$ cat config.mk
export PLATFORM = sky130hd
export DESIGN_NAME = trigger_sampler
export DESIGN_NICKNAME = d
export VERILOG_FILES = /design/src/rtl/oscilo_pkg.sv /design/src/rtl/adc_clk_gen.sv /design/src/rtl/trigger_sampler.sv
export SDC_FILE = /design/constraint.sdc
export NUM_CORES = 1
export LEC_CHECK = 0
export ABC_AREA = 1
export BUFFER_PORTS_ARGS = -buffer_cell sky130_fd_sc_hd__buf_2
export CORE_MARGIN = 2
export CORE_UTILIZATION = 58
export DETAILED_ROUTE_END_ITERATION = 6
export PLACE_DENSITY_LB_ADDON = 0.3
export REMOVE_ABC_BUFFERS = 1
export SYNTH_ARGS = -nofsm -noshare
export SYNTH_HDL_FRONTEND = slang
export SYNTH_SLANG_ARGS = --single-unit
$ cat constraint.sdc
create_clock -name clk_50mhz -period 2.5 [get_ports clk_50mhz]
set_input_delay 0.25 -clock clk_50mhz [delete_from_list [all_inputs] [get_ports clk_50mhz]]
set_output_delay 0.25 -clock clk_50mhz [all_outputs]
set_load 0.005 [all_outputs]
$ cat src/rtl/oscilo_pkg.sv
// Shared types and widths for the oscilloscope capture path
// (trigger_sampler, sample_reader, sample RAM).
package oscilo_pkg;

  localparam int unsigned SAMPLE_WIDTH = 8;
  localparam int unsigned SAMPLE_ADDR_WIDTH = 8;

  typedef enum logic [2:0] {
    StIdle,
    StPrefill,
    StArmed,
    StPost,
    StDone
  } cap_state_e;

  function automatic logic cap_running(cap_state_e st);
    return (st == StPrefill) || (st == StArmed) || (st == StPost);
  endfunction

endpackage

$ cat src/rtl/adc_clk_gen.sv
// ADC clock divider: counts 0..CLK_DIV-1 while enabled, held at 0 otherwise,
// and emits a one-cycle strobe on the last count of each ADC period.
module adc_clk_gen #(
  parameter int unsigned CLK_DIV = 50
) (
  input  logic clk_50mhz,
  input  logic reset,
  input  logic enable,
  output logic adc_clk,
  output logic strobe
);

  localparam int unsigned CW = $clog2(CLK_DIV);
  localparam logic [CW-1:0] LAST = CW'(CLK_DIV - 1);
  localparam logic [CW-1:0] HALF = CW'(CLK_DIV / 2);

  logic [CW-1:0] cnt_q, cnt_d;

  always_comb begin
    cnt_d = cnt_q;
    if (!enable || cnt_q == LAST) begin
      cnt_d = '0;
    end else begin
      cnt_d = cnt_q + CW'(1);
    end
  end

  always_ff @(posedge clk_50mhz or posedge reset) begin
    if (reset) begin
      cnt_q <= '0;
    end else begin
      cnt_q <= cnt_d;
    end
  end

  // Gated so the ADC clock rests low whenever the divider is parked.
  assign adc_clk = enable && (cnt_q < HALF);
  assign strobe  = enable && (cnt_q == LAST);

endmodule

$ cat src/rtl/trigger_sampler.sv
// Triggered capture engine: ring-buffers ADC samples into the sample RAM and
// stops once PRETRIG samples precede the trigger, reporting the oldest address.
module trigger_sampler
  import oscilo_pkg::*;
#(
  parameter int unsigned DATA_WIDTH = SAMPLE_WIDTH,
  parameter int unsigned ADDR_WIDTH = SAMPLE_ADDR_WIDTH,
  parameter int unsigned PRETRIG    = 64,
  parameter int unsigned CLK_DIV    = 50,
  parameter int unsigned TIMEOUT    = 4096
) (
  input  logic                  clk_50mhz,
  input  logic                  reset,
  input  logic                  activate,
  output logic                  done,
  input  logic [DATA_WIDTH-1:0] trig_level,
  input  logic                  trig_rising,
  output logic                  adc_clk,
  input  logic [DATA_WIDTH-1:0] adc_data,
  output logic [DATA_WIDTH-1:0] mem_data,
  output logic [ADDR_WIDTH-1:0] mem_addr,
  output logic                  mem_we,
  output logic [ADDR_WIDTH-1:0] trig_addr,
  output logic                  forced
);

  localparam int unsigned DEPTH = 1 << ADDR_WIDTH;
  localparam int unsigned TW = $clog2(TIMEOUT + 2);
  localparam logic [ADDR_WIDTH-1:0] PRE      = ADDR_WIDTH'(PRETRIG);
  localparam logic [ADDR_WIDTH-1:0] POST_LEN = ADDR_WIDTH'(DEPTH - PRETRIG - 1);
  localparam logic [TW-1:0]         TO_LAST  = TW'(TIMEOUT - 1);

  cap_state_e state_q, state_d;

  logic [ADDR_WIDTH-1:0] wptr_q, wptr_d;
  logic [ADDR_WIDTH-1:0] left_q, left_d;
  logic [ADDR_WIDTH-1:0] trig_addr_q, trig_addr_d;
  logic [DATA_WIDTH-1:0] level_q, level_d;
  logic [DATA_WIDTH-1:0] prev_q, prev_d;
  logic [DATA_WIDTH-1:0] sample_q;
  logic [TW-1:0]         tcnt_q, tcnt_d;
  logic rising_q, rising_d, prev_valid_q, prev_valid_d, forced_q, forced_d;
  logic wr_pend_q, running, strobe, wr, crossing, timeout_hit;

  assign running = cap_running(state_q);
  assign wr      = wr_pend_q && running;

  adc_clk_gen #(
    .CLK_DIV(CLK_DIV)
  ) u_adc_clk_gen (
    .clk_50mhz(clk_50mhz),
    .reset    (reset),
    .enable   (running),
    .adc_clk  (adc_clk),
    .strobe   (strobe)
  );

  always_ff @(posedge clk_50mhz or posedge reset) begin
    if (reset) begin
      sample_q  <= '0;
      wr_pend_q <= 1'b0;
    end else begin
      if (strobe) sample_q <= adc_data;
      wr_pend_q <= strobe;
    end
  end

  always_comb begin
    crossing = prev_valid_q &&
               (rising_q ? (prev_q < level_q && sample_q >= level_q)
                         : (prev_q > level_q && sample_q <= level_q));
    timeout_hit = (TIMEOUT != 0) && (tcnt_q == TO_LAST);
  end

  always_ff @(posedge clk_50mhz or posedge reset) begin
    if (reset) begin
      state_q <= StIdle;
    end else begin
      state_q <= state_d;
    end
  end

  always_comb begin
    state_d      = state_q;
    wptr_d       = wptr_q;
    left_d       = left_q;
    trig_addr_d  = trig_addr_q;
    level_d      = level_q;
    rising_d     = rising_q;
    prev_d       = prev_q;
    prev_valid_d = prev_valid_q;
    tcnt_d       = tcnt_q;
    forced_d     = forced_q;
    unique case (state_q)
      StIdle: begin
        if (activate) begin
          level_d      = trig_level;
          rising_d     = trig_rising;
          wptr_d       = '0;
          prev_valid_d = 1'b0;
          tcnt_d       = '0;
          left_d       = PRE;
          trig_addr_d  = '0;
          forced_d     = 1'b0;
          state_d      = (PRETRIG == 0) ? StArmed : StPrefill;
        end
      end
      StPrefill, StArmed, StPost: begin
        if (!activate) begin
          state_d     = StIdle;
          trig_addr_d = '0;
          forced_d    = 1'b0;
        end else if (wr) begin
          wptr_d       = wptr_q + ADDR_WIDTH'(1);
          prev_d       = sample_q;
          prev_valid_d = 1'b1;
          if (state_q == StArmed) begin
            tcnt_d = tcnt_q + TW'(1);
            // A crossing coinciding with the timeout is a real trigger.
            if (crossing || timeout_hit) begin
              trig_addr_d = wptr_q - PRE;
              forced_d    = !crossing;
              left_d      = POST_LEN;
              state_d     = (POST_LEN == '0) ? StDone : StPost;
            end
          end else begin
            left_d = left_q - ADDR_WIDTH'(1);
            if (left_q == ADDR_WIDTH'(1)) begin
              state_d = (state_q == StPrefill) ? StArmed : StDone;
            end
          end
        end
      end
      StDone: begin
        if (!activate) begin
          state_d     = StIdle;
          trig_addr_d = '0;
          forced_d    = 1'b0;
        end
      end
      default: state_d = StIdle;
    endcase
  end

  always_ff @(posedge clk_50mhz or posedge reset) begin
    if (reset) begin
      wptr_q       <= '0;
      left_q       <= '0;
      trig_addr_q  <= '0;
      level_q      <= '0;
      rising_q     <= 1'b0;
      prev_q       <= '0;
      prev_valid_q <= 1'b0;
      tcnt_q       <= '0;
      forced_q     <= 1'b0;
    end else begin
      wptr_q       <= wptr_d;
      left_q       <= left_d;
      trig_addr_q  <= trig_addr_d;
      level_q      <= level_d;
      rising_q     <= rising_d;
      prev_q       <= prev_d;
      prev_valid_q <= prev_valid_d;
      tcnt_q       <= tcnt_d;
      forced_q     <= forced_d;
    end
  end

  always_comb begin
    mem_we    = wr;
    mem_addr  = wptr_q;
    mem_data  = sample_q;
    done      = (state_q == StDone);
    trig_addr = trig_addr_q;
    forced    = forced_q;
  end

endmodule
==> impl_summary.log <==
INFO  metric use_met2 = 0.407
INFO  metric worst_path_most_repeated_cell = sky130_fd_sc_hd__nand2_1
INFO  metric finish.cell_count_without_fillers = 628
INFO  metric violations_in_the_final_reports = negative hold slack
INFO  metric final-setup-viol-count = 0
INFO  metric num_antenna_cells = 0
INFO  metric die-height = 86.7 microns
INFO  metric timing.hold.ws = -0.0315 ns
INFO  metric grt_start_max_net_pins = 75
INFO  metric post-cts-setup-buffer-count = 0
INFO  metric h-tree-depth = 3
INFO  metric fin_nets = 587
INFO  metric power.density = 819 nW/um^2
INFO  metric cts_tree = done
INFO  metric netlist.top_cell.by_area = sky130_fd_sc_hd__dfrtp_1
INFO  metric cts_repair_resize_count = 0
INFO  metric max_cap_violations = 0
INFO  metric dr_total_vias = 3408
INFO  metric pre_cts_ws = 0.314 ns
INFO  metric vdd.ir_drop.worst = 511 uV
INFO  metric post-place-cells = 613
INFO  metric grt_pass1_wl = 14500 microns
INFO  metric design.portCount = 48
INFO  metric leakage = 0.00233 uW
INFO  metric final.setup.tns = 0 ns
INFO  metric edff_count_synth = 0
INFO  metric cts_buffers = 9
INFO  metric cp_slowest_stage_delay = 0.41 ns
INFO  metric grt-ovfl-total = 0
INFO  metric synth.most_common_cell = sky130_fd_sc_hd__nand2_1
INFO  metric grt_pass1_vias = 3351
INFO  metric path_delay_family = simple AND/OR/NAND/NOR gates
INFO  metric async_flop_share = 1.00
INFO  metric placed_cell_area = 4320 sq um
INFO  metric arrival = 2.44 ns
INFO  metric drtAntennaViolNets = 0
INFO  metric detail_route.iter0.violations = 237
INFO  metric ys_dominant_reg_cell = sky130_fd_sc_hd__dfrtp_1
INFO  metric cp_max_fo = 9
INFO  metric ys_seq_area_frac = 0.467
INFO  metric worstPathBufferInverterCount = 0
INFO  metric grt_use_total = 0.244
INFO  metric timing.setup.critical_path_class = reg -> reg
INFO  metric tritoncts_num_sinks = 74
INFO  metric route.detailed.drc = 0
INFO  metric post_synth_most_frequent_cells = sky130_fd_sc_hd__nand2_1, sky130_fd_sc_hd__dfrtp_1, sky130_fd_sc_hd__inv_1
INFO  metric grt.busiest_layer = met2
INFO  metric synth_cell_type_count = 39
INFO  metric hpwl = 5920 microns
INFO  metric end_kind = flip-flop
INFO  metric die_area = 7510 sq um
INFO  metric wire_per_inst = 13.2 microns
INFO  metric total_detailed_routing_wirelength = 8290 microns
INFO  metric cp_launch_type = flip-flop
INFO  metric gr-usage-met1 = 0.314
INFO  metric clock_insertion_delay_worst_skew = 0.34 ns
INFO  metric synth.area.top_cells = sky130_fd_sc_hd__dfrtp_1, sky130_fd_sc_hd__nand2_1, sky130_fd_sc_hd__ha_1
INFO  metric floorplan.core_area = 6720 sq um
INFO  metric routed_via_density = 5.43
INFO  metric max-clock-path-buffers = 2
INFO  metric setup_ws = 0.283 ns
INFO  metric final-hold-violation-count = 36
INFO  metric fillCellCount = 531
INFO  metric status = complete, but fails checks
INFO  metric path_cells = ha_1, nand2_1, nor2_1, nand4_1, nand3_1, nand2_1, nand2_1, nand3_1, nand3_1, nand2_2, nand2_1, nand2_1
INFO  metric yosys_warnings = 0
INFO  metric grt_util_met3 = 0.0381
INFO  metric synthCells = 489
INFO  metric clockRootBuffer = sky130_fd_sc_hd__clkbuf_8
INFO  metric drt-pass1-iter-count = 5
INFO  metric grt_antenna_before_repair = 0
INFO  metric share_of_the_clock_period_used_by_the_worst_path_after_layout = 0.887
INFO  metric netlist.area_leader.share = 0.467
INFO  metric syn-cell-area = 3970 sq um
INFO  metric clock_input_transition_at_the_sequential_cells_of_the_worst_setup_and_hold_paths = 0.08 ns
INFO  metric fin_util = 0.678
INFO  metric number_of_synthesized_register_bits = 74
INFO  metric post_route_cells_drive_above_1_share = 0.166
INFO  metric placement_row_count = 30
INFO  metric final_cell_area = 4560 sq um
INFO  metric worst_min_delay_path_class = in -> async
INFO  metric crit_required = 2.73 ns
INFO  metric achievable-frequency = 451 MHz
INFO  metric synthToLayoutAreaGrowth = 14.9%
INFO  metric worstMarginPinSlew = 0.403 ns
INFO  metric layout_min_cycle_time = 2.22 ns
INFO  metric die_x = 86.7 microns
INFO  metric maxSlewHeadroom = 0.731
INFO  metric cts-hold-fix-buffers = 0
INFO  metric port-buffer-count = 47
INFO  metric grt_setup_unrepaired = no
INFO  metric final-max-slew-violation-count = 0
INFO  metric post_synth.cell_area_avg = 8.11 sq um
INFO  metric fin_worst_skew = 0.0122 ns
INFO  metric gp_congestion = 0.854
INFO  metric initial_utilization = 0.590
INFO  metric critical_path.slowest_cell = sky130_fd_sc_hd__dfrtp_1
[final timing paths]
check / start / to / slack [ns] / depth (start not counted)
setup / recovery: mem_data[7] / forced / 0.28 / 12
hold / removal: reset / state_q[2] / -0.03 / 3
setup reg to reg: mem_data[7] / forced / 0.28 / 12
hold reg to reg: trig_addr[6] / trig_addr[6] / 0.46 / 2
max in group asynchronous: reset / left_q[3] / 2.19 / 3
min in group clk_50mhz: adc_data[1] / mem_data[1] / 0.10 / 3
[layout make-up]
| cell class | instances | area (sq um) | area share |
|---|---|---|---|
| Multi-Input combinational cell | 351 | 1870 | 0.410 |
| Sequential cell | 74 | 1850 | 0.406 |
| Timing Repair Buffer | 51 | 278 | 0.0610 |
| Inverter | 57 | 216 | 0.0475 |
| Clock buffer | 10 | 138 | 0.0302 |
| Clock inverter | 5 | 103 | 0.0225 |
| Tap cell | 80 | 100 | 0.0220 |
[through the flow]
step	total power [uW]	hold WS (ns)
after floorplan	2320	0.367
after CTS	3750	0.000228
after global placement	2580	0.367
after detailed placement	2630	0.369
after global routing	4000	0.0119
final	3730	-0.0315
[layer usage]
layer / wire, microns / vias to the layer above
li1: - / 1679
met1: 3700 / 1590
met2: 4010 / 117
met3: 381 / 22
met4: 201 / 0
met5: 0 / -
[worst reg2reg max path: stages (launching register included)]
cell	delay (ns)
sky130_fd_sc_hd__dfrtp_1	0.41
sky130_fd_sc_hd__ha_1	0.31
sky130_fd_sc_hd__nand2_1	0.08
sky130_fd_sc_hd__nor2_1	0.16
sky130_fd_sc_hd__nand4_1	0.13
sky130_fd_sc_hd__nand3_1	0.12
sky130_fd_sc_hd__nand2_1	0.06
sky130_fd_sc_hd__nand2_1	0.05
sky130_fd_sc_hd__nand3_1	0.17
sky130_fd_sc_hd__nand3_1	0.30
sky130_fd_sc_hd__nand2_2	0.18
sky130_fd_sc_hd__nand2_1	0.10
sky130_fd_sc_hd__nand2_1	0.05
[layout by cell type, fill, tap and decap left out, types with 4 or more instances in the layout]
| cell | synthesis | routed |
|---|---|---|
| sky130_fd_sc_hd__a21oi_1 | 23 | 23 |
| sky130_fd_sc_hd__buf_2 | 1 | 47 |
| sky130_fd_sc_hd__clkbuf_8 | 0 | 10 |
| sky130_fd_sc_hd__dfrtp_1 | 74 | 74 |
| sky130_fd_sc_hd__ha_1 | 23 | 23 |
| sky130_fd_sc_hd__inv_1 | 52 | 51 |
| sky130_fd_sc_hd__inv_2 | 4 | 5 |
| sky130_fd_sc_hd__nand2_1 | 147 | 147 |
| sky130_fd_sc_hd__nand2_4 | 4 | 4 |
| sky130_fd_sc_hd__nand3_1 | 23 | 23 |
| sky130_fd_sc_hd__nand4_1 | 7 | 7 |
| sky130_fd_sc_hd__nor2_1 | 42 | 42 |
| sky130_fd_sc_hd__nor3_1 | 12 | 12 |
| sky130_fd_sc_hd__o21a_1 | 5 | 5 |
| sky130_fd_sc_hd__o21ai_0 | 30 | 30 |
[power by group]
part | switching, uW | internal (uW)
Clock | 435 | 683
Combinational | 798 | 384
Sequential | 93.7 | 1340
[kinds of logic after synthesis]
family | synth area share
flip-flops | 0.467
AO/OA/AOI/OAI | 0.101
XOR/XNOR | 0.0110
AND/OR/NAND/NOR | 0.287
buffers and inverters | 0.0615
adder cells (fa/ha/maj) | 0.0726
[flip-flops by register name, summed over array words and instances (netlist names)]
name / cells
state_q: 3
tcnt_q: 13
wr_pend_q: 1
trig_addr: 8
u_adc_clk_gen.cnt_q: 6
mem_data: 8
prev_valid_q: 1
prev_q: 8
rising_q: 1
mem_addr: 8
left_q: 8
level_q: 8
forced: 1
(Power assumes the default switching activity.)
